$ cat src/rtl/dmem_pkg.sv
// dmem_pkg: shared definitions for the data-memory arbiter.
//   arb_state_e : ownership state (CORE_OWN / AUX_OWN)
//   DEF_AW/DEF_DW : default address/data widths
//   CNT_W : width of the wait and burst counters
package dmem_pkg;

  typedef enum logic {
    CORE_OWN = 1'b0,
    AUX_OWN  = 1'b1
  } arb_state_e;

  localparam int DEF_AW = 32;
  localparam int DEF_DW = 32;
  localparam int CNT_W  = 4;

endpackage

$ cat src/rtl/dmem_arb_fsm.sv
// dmem_arb_fsm: ownership state, anti-starvation and burst counters, grant decision.
// Ports:
//   clk, reset         : clock, async active-low reset
//   core_req           : core wants the port this cycle
//   aux_req, aux_lock  : aux request and burst-ownership request
//   core_grant         : core owns the port this cycle (combinational)
//   aux_grant          : aux owns the port this cycle (combinational)
module dmem_arb_fsm
  import dmem_pkg::*;
#(
  parameter int MAX_WAIT  = 4,
  parameter int MAX_BURST = 8
) (
  input  logic clk,
  input  logic reset,
  input  logic core_req,
  input  logic aux_req,
  input  logic aux_lock,
  output logic core_grant,
  output logic aux_grant
);

  localparam logic [CNT_W-1:0] WAIT_MAX  = CNT_W'(MAX_WAIT);
  localparam logic [CNT_W-1:0] BURST_END = CNT_W'(MAX_BURST - 1);
  localparam bit               LOCK_OK   = (MAX_BURST > 1);

  arb_state_e       state, state_nxt;
  logic [CNT_W-1:0] wait_cnt, wait_nxt;
  logic [CNT_W-1:0] burst_cnt, burst_nxt;
  logic             blocked, blocked_nxt;  // one-cycle aux lockout after forced release
  logic             aux_ok;

  always_ff @(posedge clk or negedge reset) begin
    if (!reset) begin
      state     <= CORE_OWN;
      wait_cnt  <= '0;
      burst_cnt <= '0;
      blocked   <= 1'b0;
    end else begin
      state     <= state_nxt;
      wait_cnt  <= wait_nxt;
      burst_cnt <= burst_nxt;
      blocked   <= blocked_nxt;
    end
  end

  always_comb begin
    state_nxt   = state;
    burst_nxt   = burst_cnt;
    blocked_nxt = 1'b0;
    core_grant  = 1'b0;
    aux_grant   = 1'b0;
    aux_ok      = aux_req & ~blocked;
    // grants are gated by reset so the memory sees no access while held in reset
    if (reset) begin
      case (state)
        CORE_OWN: begin
          if (aux_ok && wait_cnt == WAIT_MAX) aux_grant  = 1'b1;
          else if (core_req)                  core_grant = 1'b1;
          else if (aux_ok)                    aux_grant  = 1'b1;
          // the entering beat is counted as part of the burst via BURST_END = MAX_BURST-1
          if (aux_grant && aux_lock && LOCK_OK) state_nxt = AUX_OWN;
          burst_nxt = '0;
        end
        AUX_OWN: begin
          if (aux_req)       aux_grant  = 1'b1;
          else if (core_req) core_grant = 1'b1;
          if (!aux_lock) begin
            state_nxt = CORE_OWN;
            burst_nxt = '0;
          end else if (aux_grant) begin
            if (burst_cnt + CNT_W'(1) == BURST_END) begin
              state_nxt   = CORE_OWN;
              burst_nxt   = '0;
              blocked_nxt = 1'b1;
            end else begin
              burst_nxt = burst_cnt + CNT_W'(1);
            end
          end
        end
        default: state_nxt = CORE_OWN;
      endcase
    end
    if (aux_grant || !aux_req)  wait_nxt = '0;
    else if (wait_cnt == WAIT_MAX) wait_nxt = wait_cnt;
    else                        wait_nxt = wait_cnt + CNT_W'(1);
  end

endmodule

$ cat src/rtl/dmem_arbiter.sv
// dmem_arbiter: shares one data-memory port between the MIPS MEM stage (core,
// default priority) and the AES loader/DMA (aux, anti-starvation + locked bursts).
// Ports:
//   clk, reset                      : clock, async active-low reset
//   core_read/write/addr/wdata      : core request; core_rdata/core_stall back
//   aux_req/we/lock/addr/wdata      : aux request; aux_ack/aux_rdata one cycle later
//   mem_addr/write/read/wdata/rdata : data memory port (combinational read)
// Optional: define DMEM_ARB_STATS_EN to add stat_core_stalls / stat_aux_beats.
module dmem_arbiter
  import dmem_pkg::*;
#(
  parameter int AW        = DEF_AW,
  parameter int DW        = DEF_DW,
  parameter int MAX_WAIT  = 4,
  parameter int MAX_BURST = 8
) (
  input  logic          clk,
  input  logic          reset,
  input  logic          core_read,
  input  logic          core_write,
  input  logic [AW-1:0] core_addr,
  input  logic [DW-1:0] core_wdata,
  output logic [DW-1:0] core_rdata,
  output logic          core_stall,
  input  logic          aux_req,
  input  logic          aux_we,
  input  logic          aux_lock,
  input  logic [AW-1:0] aux_addr,
  input  logic [DW-1:0] aux_wdata,
  output logic          aux_ack,
  output logic [DW-1:0] aux_rdata,
`ifdef DMEM_ARB_STATS_EN
  output logic [15:0]   stat_core_stalls,
  output logic [15:0]   stat_aux_beats,
`endif
  output logic [AW-1:0] mem_addr,
  output logic          mem_write,
  output logic          mem_read,
  output logic [DW-1:0] mem_wdata,
  input  logic [DW-1:0] mem_rdata
);

  logic core_req, core_grant, aux_grant;

  assign core_req = core_read | core_write;

  dmem_arb_fsm #(.MAX_WAIT(MAX_WAIT), .MAX_BURST(MAX_BURST)) u_fsm (
    .clk        (clk),
    .reset      (reset),
    .core_req   (core_req),
    .aux_req    (aux_req),
    .aux_lock   (aux_lock),
    .core_grant (core_grant),
    .aux_grant  (aux_grant)
  );

  assign core_stall = reset & core_req & ~core_grant;
  assign core_rdata = mem_rdata;

  // write wins over an (illegal) simultaneous core read
  always_comb begin
    mem_addr  = '0;
    mem_wdata = '0;
    mem_write = 1'b0;
    mem_read  = 1'b0;
    if (aux_grant) begin
      mem_addr  = aux_addr;
      mem_wdata = aux_wdata;
      mem_write = aux_we;
      mem_read  = ~aux_we;
    end else if (core_grant) begin
      mem_addr  = core_addr;
      mem_wdata = core_wdata;
      mem_write = core_write;
      mem_read  = core_read & ~core_write;
    end
  end

  always_ff @(posedge clk or negedge reset) begin
    if (!reset) begin
      aux_ack   <= 1'b0;
      aux_rdata <= '0;
    end else begin
      aux_ack <= aux_grant;
      if (aux_grant && !aux_we) aux_rdata <= mem_rdata;
    end
  end

`ifdef DMEM_ARB_STATS_EN
  always_ff @(posedge clk or negedge reset) begin
    if (!reset) begin
      stat_core_stalls <= '0;
      stat_aux_beats   <= '0;
    end else begin
      if (core_stall && stat_core_stalls != 16'hFFFF) stat_core_stalls <= stat_core_stalls + 16'd1;
      if (aux_grant && stat_aux_beats != 16'hFFFF)    stat_aux_beats   <= stat_aux_beats + 16'd1;
    end
  end
`endif

endmodule

$ cat config.mk
export PLATFORM = sky130hd
export DESIGN_NAME = dmem_arbiter
export DESIGN_NICKNAME = d
export VERILOG_FILES = /design/src/rtl/dmem_pkg.sv /design/src/rtl/dmem_arb_fsm.sv /design/src/rtl/dmem_arbiter.sv
export SDC_FILE = /design/constraint.sdc
export NUM_CORES = 1
export LEC_CHECK = 0
export ABC_CLOCK_PERIOD_IN_PS = 2370
export CORE_AREA = 3 3 114 116
export CTS_BUF_LIST = sky130_fd_sc_hd__clkbuf_2 sky130_fd_sc_hd__clkbuf_4 sky130_fd_sc_hd__clkbuf_8
export CTS_CLUSTER_DIAMETER = 40
export CTS_CLUSTER_SIZE = 16
export DETAILED_ROUTE_END_ITERATION = 6
export DIE_AREA = 0 0 117 119
export GPL_TIMING_DRIVEN = 0
export PLACE_DENSITY = 0.7
export SYNTH_ARGS = -nofsm -noshare
export SYNTH_HDL_FRONTEND = slang
export SYNTH_SLANG_ARGS = --single-unit
$ cat constraint.sdc
create_clock -name clk -period 2.37 [get_ports clk]
set_clock_uncertainty 0.2 [all_clocks]
set_input_delay 0.474 -clock clk [delete_from_list [all_inputs] [get_ports clk]]
set_output_delay 0.474 -clock clk [all_outputs]
set_load 0.1 [all_outputs]
==> impl_metrics.csv, run 1 <==
group,metric,value,unit
outcome,status,"finished with violations",
outcome,violations,"negative setup slack",
yosys,synth-seq-area-share,0.3902,
finish,layout_common_cells,"clkdlybuf4s50_1 (162), buf_12 (77), a22o_4 (61)",
timing,fmax,0.3473,GHz
clocking,clock_latency,0.29,ns
die,fp-row-count,40,
yosys,async_flop_share,1.000,
route,drt_wl_total,16.72,mm
setup_path,reg2reg_to,"aux_rdata[12]$_DFFE_PN0P_",
setup_path,end_kind,"output pin",
timing,setup_tns,-31.05,ns
yosys,synth_top_cell_area_share,0.3902,
worst_hold_path,hp-class,"primary input to asynchronous set/reset pin",
setup_path,r2r_start,"u_fsm.wait_cnt[0]$_DFFE_PN0P_",
die,die_y,119,microns
placed_design,gp_congestion,0.8887,
die,start_util,0.2296,
setup_path,arrival,2.21,ns
timing,setup_violations,74,
die,ioPinCount,299,
global_routing,grt_pass1_vias,3857,
setup_path,worstPathMaxFanout,10,
clocking,numCtsBuffers,5,
route,detail-route-antenna-nets,0,
global_routing,grt_max_degree,21,
setup_path,critPathLaunchType,"flip-flop",
timing,period_needed,2.880,ns
yosys,syn_area,2758,sq um
setup_path,crit_type,"flip-flop to output pin",
power,leakage,3.723,nW
timing,relSlewSlack,0.3406,
setup_path,crit_end,"mem_wdata[16]",
finish,fin_nets,767,
route,wl_per_cell,22.44,microns
yosys,synth.area.top_cells,"dfrtp_1 (39%), a22o_1 (21%), mux2_1 (12%)",
global_routing,grt_pass1_wl,22.74,mm
yosys,yosys_most_used_dff,"dfrtp_1",
timing,holdWs,0.05435,ns
finish,drive_above_1_share,0.5109,
clocking,cts_tree,"yes",
setup_path,path_cells,"inv_2, ha_4, and4bb_2, o21ai_2, and3_4, buf_8, buf_8, a22o_2, buf_12",
setup_path,crit_required,1.70,ns
clocking,htreeDepth,2,
timing,maxSlewViolCount,0,
power,powerDensity,905.4,nW/um^2
yosys,netlist_instances,251,
yosys,syn_avg_cell_area,10.99,sq um
clocking,root_buffer,"clkbuf_8",
setup_path,crit_start,"u_fsm.wait_cnt[0]$_DFFE_PN0P_",
finish,syn_to_final_growth,198.8,%
route,num_vias,3555,
yosys,synth_edf_count,0,
setup_path,crit_slowest_cell,"dfrtp_1",
clocking,path_clk_slew,0.08,ns
finish,final_common_cell,"clkdlybuf4s50_1",
finish,design_area,8239,sq um
yosys,synth-seq-cells,43,
timing,layout_setup_ws,-0.5095,ns
timing,max_slew.worst_pin.slew,0.9930,ns
flow_run,drv_cap,0,
clocking,cts.sinks,43,
route,drc,0,
finish,n_fill_cell,803,
placed_design,post_dp_cell_area,6203,sq um
timing,rsz0062_at_grt,"yes",
timing,finalCritPeriodShare,1.215,
yosys,synth_nets,422,
die,die-area,13920,sq um
yosys,synth_largest_area_cell,"dfrtp_1",
die,core_area,12010,sq um
route,first_pass_iters,4,
global_routing,grtUsageTotal,0.2138,
die,die_x,117,microns
placed_design,dp_hpwl,11.12,mm
route,drtIter0Drc,181,
setup_path,rr_worst_depth,9,
route,vias_per_cell,4.772,
setup_path,worst-r2r-setup-slack,-0.01,ns
clocking,cts_buffer_depth,2,
global_routing,grt_overflow_total,0,
timing,hold_violations,0,
placed_design,io_buffers,298,
yosys,yosys_warnings,0,
setup_path,max_stage_delay,0.39,ns
power,peakVddDrop,0.0004485,V
global_routing,grt_antenna_before_repair,1,
yosys,ys_types,37,
setup_path,cpMostUsedCell,"buf_8",
sequential cells by signal, summed over array words and instances (netlist names):
name / cells
aux_rdata: 32
u_fsm.burst_cnt: 4
u_fsm.state: 1
u_fsm.wait_cnt: 4
u_fsm.blocked: 1
aux_ack: 1
per-layer routing:
metal	share of wire	GRT usage
met1	0.36	0.2497
met2	0.52	0.3752
met3	0.082	0.05183
met4	0.035	0.07455
met5	0	0
cells in the mapped netlist (4+ instances only):
library cell / n
ha_1: 4
buf_2: 11
clkbuf_1: 4
buf_4: 33
a22o_1: 66
nand2_1: 5
nor2_1: 8
inv_1: 7
mux2_1: 29
dfrtp_1: 43
per-stage QoR:
step / power, mW / cells / worst slack (ns) / util
floorplan: 4.820 / 251 / -0.3920 / -
global placement: 6.085 / 696 / -3.438 / 0.5152
detailed placement: 6.131 / 697 / -1.974 / 0.5165
CTS: 7.148 / 735 / -0.5000 / 0.6482
global route: 7.691 / 745 / -0.5959 / 0.6859
finish: 7.460 / 745 / -0.5095 / 0.6859
kinds of logic after synthesis:
group,count (synthesis),share of synthesized area
adder cells (fa/ha/maj),4,0.01815
buffers and inverters,58,0.1370
AO/OA/AOI/OAI,83,0.2600
flip-flops,43,0.3902
AND/OR/NAND/NOR,27,0.05128
multiplexers,32,0.1307
XOR/XNOR,4,0.01271
cell type report:
cell class / instances / area (sq um) / area share
plain buffers: 50 / 564.3 / 0.06849
multi-input cells: 150 / 2009 / 0.2439
inverters: 7 / 26.28 / 0.003189
clock inverters: 2 / 12.51 / 0.001519
flip-flops and latches: 43 / 1076 / 0.1306
diodes: 1 / 2.502 / 0.0003037
repair buffers: 339 / 4288 / 0.5204
well taps: 147 / 183.9 / 0.02232
clock buffers: 6 / 76.32 / 0.009263
critical path, delay by kind of cell, from the launching register on:
family | cells | cell delay [ns]
AO/OA/AOI/OAI | 2 | 0.33
adder cells (fa/ha/maj) | 1 | 0.16
buffers and inverters | 4 | 0.55
flip-flops | 1 | 0.39
AND/OR/NAND/NOR | 2 | 0.49
worst min-delay path by stage:
| stage | start | to | cells past startpoint |
|---|---|---|---|
| after global routing | reset | u_fsm.state$_DFFE_PN0P_ | 2 |
| after CTS | reset | u_fsm.state$_DFFE_PN0P_ | 2 |
| after global placement | aux_rdata[11]$_DFFE_PN0P_ | aux_rdata[11]$_DFFE_PN0P_ | 1 |
| final | reset | u_fsm.state$_DFFE_PN0P_ | 2 |
| after floorplan | reset | aux_ack$_DFF_PN0_ | 0 |
| after detailed placement | reset | aux_rdata[12]$_DFFE_PN0P_ | 1 |
power breakdown:
group	leakage [nW]	internal [mW]	switching, mW	total, mW
clock	0.0446	0.218	0.252	0.470
sequential	0.533	1.00	0.143	1.14
combinational	3.15	1.92	3.92	5.85
total	3.72	3.14	4.32	7.46
timing repair:
item,CTS,global route
cloned,10,4
pin swaps,20,9
setup buffers,19,7
endpoints found under the setup margin,164,99
hold buffers,2,0
resized for setup,825,69
endpoints found under the hold margin,13,0
Note: power is estimated with default switching activity, not from simulation.
==> run 2: changes to the inputs <==
- MAX_ROUTING_LAYER: not set -> met4
- PLACE_DENSITY: 0.7 -> 0.71
==> run 2 against run 1 <==
Effect of this change: the run still ends with negative setup slack left; critical path depth unchanged; combinational power down 0.9%; total power up 1.2%; via count down 1.2%; count of clock-buffer cells in the layout unchanged; largest cell class unchanged; largest power group unchanged.
==> impl_metrics.csv, run 2 (same netlist as run 1, synthesis figures left out) <==
group,metric,value,unit
outcome,status,"finished with violations",
outcome,violations,"negative setup slack",
timing,hold_violations,0,
clocking,cts.sinks,43,
setup_path,reg2reg_to,"aux_rdata[13]$_DFFE_PN0P_",
finish,antenna_cells,0,
die,die_y,119,microns
timing,finalCritPeriodShare,1.206,
clocking,cts_buffer_depth,2,
die,start_util,0.2296,
route,drt_wl_total,15.97,mm
worst_hold_path,worstHoldStart,"aux_rdata[4]$_DFFE_PN0P_",
setup_path,crit_type,"flip-flop to output pin",
global_routing,grt_overflow_total,0,
route,drc,0,
placed_design,io_buffers,298,
setup_path,worst-r2r-setup-slack,-0.30,ns
timing,maxSlewViolCount,0,
route,num_vias,3514,
die,die_x,117,microns
finish,instances_no_fill,748,
setup_path,rr_worst_depth,13,
setup_path,r2r_start,"u_fsm.wait_cnt[0]$_DFFE_PN0P_",
die,fp-row-count,40,
global_routing,grt_pass1_wl,23.09,mm
timing,layout_setup_ws,-0.4886,ns
power,power_frac_seq,0.151,
placed_design,dpl.cell_count,697,
timing,rsz0062_at_grt,"yes",
timing,max_slew.worst_pin.slew,0.9883,ns
route,detail-route-antenna-nets,0,
power,peakVddDrop,0.0004032,V
power,powerDensity,914.5,nW/um^2
route,vias_per_cell,4.698,
setup_path,worstPathMaxFanout,10,
power,combPwrFrac,0.769,
setup_path,crit_required,1.70,ns
clocking,cts_tree,"yes",
setup_path,end_kind,"output pin",
global_routing,grt_max_degree,20,
worst_hold_path,hold_path_depth,1,
clocking,numCtsBuffers,5,
global_routing,grt_antenna_before_repair,0,
finish,drive_above_1_share,0.5141,
die,core_area,12010,sq um
placed_design,dp_hpwl,11.16,mm
flow_run,drv_cap,0,
placed_design,post-place-ws,-2.243,ns
setup_path,critPathLaunchType,"flip-flop",
finish,largestRegisters,"aux_rdata (32), u_fsm.burst_cnt (4), u_fsm.wait_cnt (4)",
worst_hold_path,hp-class,"flip-flop to flip-flop",
finish,final_common_cell,"clkdlybuf4s50_1",
finish,fin_nets,771,
global_routing,grt_pass1_vias,3911,
route,first_pass_iters,5,
timing,fmax,0.3498,GHz
worst_hold_path,worstHoldEndpoint,"aux_rdata[4]$_DFFE_PN0P_",
power,internal_power,3.252,mW
power,leakage,3.737,nW
power,swShare,0.5694,
route,drtIter0Drc,186,
finish,regMostFlops,"aux_rdata",
finish,layout_common_cells,"clkdlybuf4s50_1 (162), buf_12 (80), a22o_4 (61)",
placed_design,gp_congestion,0.9435,
timing,period_needed,2.859,ns
setup_path,crit_start,"u_fsm.wait_cnt[0]$_DFFE_PN0P_",
die,ioPinCount,299,
die,die-area,13920,sq um
power,clock_power_share,0.080,
global_routing,grtUsageTotal,0.2243,
timing,setup_tns,-37.00,ns
finish,syn_to_final_growth,199.5,%
route,wl_per_cell,21.36,microns
finish,largest_reg_flops,32,
timing,relSlewSlack,0.3437,
timing,setup_violations,90,
power,p_sw,4.300,mW
clocking,clock_latency,0.29,ns
clocking,path_clk_slew,0.08,ns
timing,holdWs,0.3051,ns
clocking,htreeDepth,2,
setup_path,arrival,2.18,ns
clocking,root_buffer,"clkbuf_8",
==> run 2: cell count changes in the layout (fill, tap and decap cells not counted), sizes merged <==
| cell | before | now |
|---|---|---|
| bufbuf | 2 | 1 |
| bufinv | 0 | 1 |
| inv | 7 | 8 |
| diode | 1 | 0 |
| clkinv | 1 | 0 |
| buf | 145 | 151 |
| clkbuf | 16 | 14 |
| dlygate4sd3 | 2 | 3 |
| clkinvlp | 1 | 0 |
==> run 2: how the worst max path moves through the flow <==
| stage | end | slack, ns |
|---|---|---|
| 2_1_floorplan | mem_addr[10] | -0.39 |
| 3_3_place_gp | mem_addr[20] | -3.50 |
| 3_5_place_dp | mem_addr[20] | -2.24 |
| 4_1_cts | mem_wdata[11] | -0.51 |
| 5_1_grt | mem_addr[24] | -0.56 |
| 6_report | mem_wdata[23] | -0.49 |
==> run 2: cell type report <==
cell class                      instances  area [sq um]
Timing Repair Buffer                  344          4317
Fill cell                             823          3752
Multi-Input combinational cell        150          2004
Sequential cell                        43          1076
Buffer                                 49         530.5
Tap cell                              147         183.9
Clock buffer                            6         82.58
Clock inverter                          2         38.79
Inverter                                7         26.28
==> run 2: stage by stage <==
| step | total power [mW] | utilization | cell area, sq um |
|---|---|---|---|
| floorplan | 4.820 | - | 3022 |
| global placement | 6.088 | 0.5152 | 6188 |
| detailed placement | 6.134 | 0.5165 | 6203 |
| CTS | 7.424 | 0.6672 | 8014 |
| global route | 7.795 | 0.6876 | 8259 |
| finish | 7.553 | 0.6876 | 8259 |
==> run 2: power groups by stage <==
| stage | Clock (mW) | Sequential (mW) | Combinational, mW |
|---|---|---|---|
| 6_report | 0.604 | 1.14 | 5.80 |
| 3_5_place_dp | 0 | 1.16 | 4.98 |
| 4_1_cts | 0.631 | 1.14 | 5.66 |
| 5_1_grt | 0.663 | 1.19 | 5.94 |
| 2_1_floorplan | 0 | 2.99 | 1.83 |
| 3_3_place_gp | 0 | 1.14 | 4.95 |
==> run 2: worst max-delay path, stage by stage (launching register included) <==
cell	delay, ns
dfrtp_1	0.40
inv_2	0.08
ha_4	0.14
and4bb_2	0.27
o21ai_2	0.07
and3_4	0.22
buf_12	0.15
buf_12	0.14
a22o_4	0.24
buf_12	0.17
==> run 2: metal layers <==
metal / up-vias / wire length, microns / track usage
met5: - / 0 / -
met4: 0 / 565 / 0.07599
met3: 26 / 1034 / 0.03354
met2: 198 / 8520 / 0.4008
met1: 1669 / 5853 / 0.2516
li1: 1621 / - / -
==> run 2: timing repair <==
item	CTS	global route
pin swaps	9	24
setup endpoints to repair	169	99
cloned	10	4
hold buffers	3	0
setup buffers	21	10
resized for setup	865	29
hold endpoints to repair	31	0
==> run 3: changes to the inputs <==
- ABC_CLOCK_PERIOD_IN_PS: 2370 -> 2700
- GPL_TIMING_DRIVEN: 0 -> not set
- PLACE_DENSITY: 0.71 -> 0.68
- SETUP_SLACK_MARGIN: not set -> 0.3
- clock period: 2.37 -> 2.7 ns (I/O delays scaled with it)
==> run 3 against run 2 <==
Effect of this change: the flow still finishes with violations (negative setup slack); total power is 13% lower; clock power is 36% lower; die area stayed put; cell count is 5.6% lower; non-clock buffer count is 41 lower; routed wire length is 2.1% lower; critical path depth stayed put; count of clock-buffer cells in the layout is 1 lower; core utilization is 1.8 points lower; via count is 4.5% lower; first-iteration DRC count is 20% lower; setup slack better by 0.28 ns; critical path type unchanged; largest power group unchanged.
==> impl_metrics.csv, run 3 (same netlist as run 1, synthesis figures left out) <==
group,metric,value,unit
setup_path,critPathLaunchType,"flip-flop",
setup_path,worstPathMaxFanout,7,
power,leakage,3.609,nW
die,ioPinCount,299,
placed_design,post-place-ws,-0.3158,ns
power,internal_power,2.822,mW
clocking,cts_buffer_depth,2,
route,drtIter0Drc,148,
finish,instances_no_fill,706,
placed_design,gp_congestion,0.8787,
setup_path,end_kind,"output pin",
timing,hold_violations,0,
power,power_frac_seq,0.155,
clocking,clock_latency,0.29,ns
die,die-area,13920,sq um
power,swShare,0.5724,
placed_design,io_buffers,298,
finish,antenna_cells,0,
timing,period_needed,2.906,ns
power,clock_power_share,0.059,
setup_path,crit_required,1.96,ns
finish,largest_reg_flops,32,
timing,layout_setup_ws,-0.2058,ns
setup_path,arrival,2.17,ns
clocking,holdBufCountCts,0,
finish,largestRegisters,"aux_rdata (32), u_fsm.burst_cnt (4), u_fsm.wait_cnt (4)",
global_routing,grt_max_degree,35,
route,drc,0,
flow_run,drv_cap,0,
finish,fin_util,0.6698,
global_routing,grt_antenna_before_repair,0,
timing,maxSlewViolCount,0,
global_routing,grtUsageTotal,0.2118,
route,vias_per_cell,4.755,
setup_path,worst-r2r-setup-slack,0.15,ns
timing,fmax,0.3441,GHz
clocking,cts_tree,"yes",
route,first_pass_iters,4,
placed_design,dpl.cell_count,671,
finish,fin_nets,730,
timing,setup_tns,-11.90,ns
clocking,root_buffer,"clkbuf_8",
finish,final_common_cell,"clkdlybuf4s50_1",
die,core_area,12010,sq um
route,drt_wl_total,15.63,mm
die,die_y,119,microns
die,start_util,0.2296,
finish,regMostFlops,"aux_rdata",
power,p_sw,3.777,mW
timing,max_slew.worst_pin.slew,0.5003,ns
global_routing,grt_overflow_total,0,
timing,rsz0062_at_grt,"yes",
route,detail-route-antenna-nets,0,
global_routing,grt_pass1_wl,21.71,mm
clocking,path_clk_slew,0.09,ns
setup_path,crit_type,"flip-flop to output pin",
finish,syn_to_final_growth,191.7,%
timing,relSlewSlack,0.6629,
clocking,cts.sinks,43,
power,combPwrFrac,0.786,
timing,holdWs,0.1319,ns
finish,n_fill_cell,845,
placed_design,post_dp_cell_area,7018,sq um
worst_hold_path,hp-class,"primary input to asynchronous set/reset pin",
power,peakVddDrop,0.0003540,V
clocking,numCtsBuffers,5,
global_routing,grt_pass1_vias,3705,
power,powerDensity,820.2,nW/um^2
timing,finalCritPeriodShare,1.076,
finish,design_area,8045,sq um
finish,layout_common_cells,"clkdlybuf4s50_1 (162), buf_12 (110), a22o_4 (59)",
clocking,htreeDepth,2,
route,wl_per_cell,22.14,microns
finish,drive_above_1_share,0.5385,
placed_design,dp_hpwl,11.97,mm
die,die_x,117,microns
outcome,violations,"negative setup slack",
route,num_vias,3357,
die,fp-row-count,40,
finish,multi_input_area,1999,sq um
outcome,status,"finished with violations",
timing,setup_violations,66,
finish,seq_area,1076,sq um
power,power.total,6.599,mW
==> run 3: changes by cell type in the layout (fill, tap and decap cells not counted), moves of 3 or more <==
| cell | delta |
|---|---|
| buf_4 | +3 |
| buf_6 | +3 |
| dlygate4sd2_1 | -33 |
| clkbuf_8 | -3 |
| clkdlybuf4s15_2 | -32 |
| mux2_2 | -3 |
| buf_12 | +30 |
| mux2_4 | +3 |
| buf_8 | -5 |
| dlygate4sd3_1 | -3 |
==> run 3: final timing paths <==
path	start	to	cells past startpoint
min reg2reg	aux_rdata[5]$_DFFE_PN0P_	aux_rdata[5]$_DFFE_PN0P_	1
min	reset	u_fsm.blocked$_DFF_PN0_	3
max reg2reg	u_fsm.wait_cnt[0]$_DFFE_PN0P_	aux_rdata[15]$_DFFE_PN0P_	11
min in group clk	aux_rdata[5]$_DFFE_PN0P_	aux_rdata[5]$_DFFE_PN0P_	1
max in group asynchronous	reset	aux_ack$_DFF_PN0_	4
max	u_fsm.wait_cnt[0]$_DFFE_PN0P_	mem_wdata[29]	9
==> run 3: power groups by stage <==
stage / Sequential, mW / Clock (mW) / Combinational (mW)
2_1_floorplan: 2.62 / 0 / 1.61
3_3_place_gp: 1.00 / 0 / 4.68
3_5_place_dp: 1.02 / 0 / 4.72
4_1_cts: 1.02 / 0.408 / 5.03
5_1_grt: 1.06 / 0.433 / 5.31
6_report: 1.02 / 0.388 / 5.19
==> run 3: per-layer routing <==
metal | vias up | part of all wire | GRT usage | routed length [microns]
met3 | 15 | 0.068 | 0.03201 | 1059
met2 | 180 | 0.56 | 0.3926 | 8688
li1 | 1545 | - | - | -
met1 | 1617 | 0.36 | 0.2350 | 5571
met5 | - | 0 | - | 0
met4 | 0 | 0.020 | 0.04803 | 315
==> run 3: layout make-up <==
| class | count | share of cell area |
|---|---|---|
| Sequential cell | 43 | 0.1337 |
| Clock inverter | 2 | 0.001711 |
| Multi-Input combinational cell | 150 | 0.2485 |
| Timing Repair Buffer | 352 | 0.5813 |
| Inverter | 7 | 0.003266 |
| Tap cell | 147 | 0.02286 |
| Clock buffer | 5 | 0.008554 |
==> run 3: worst max-delay path: stages (launching register included) <==
cell	delay, ns
dfrtp_1	0.38
inv_1	0.09
ha_4	0.15
and4bb_2	0.26
o21ai_2	0.08
and3_4	0.22
buf_12	0.14
clkbuf_16	0.16
a22o_4	0.23
buf_12	0.16
==> run 3: repair_timing <==
item / in CTS / in global routing
endpoints found under the hold margin: 0 / 0
buffers inserted: 14 / 4
gates cloned: 5 / 5
pin swaps: 8 / 9
resized for setup: 63 / 41
setup endpoints to repair: 99 / 99
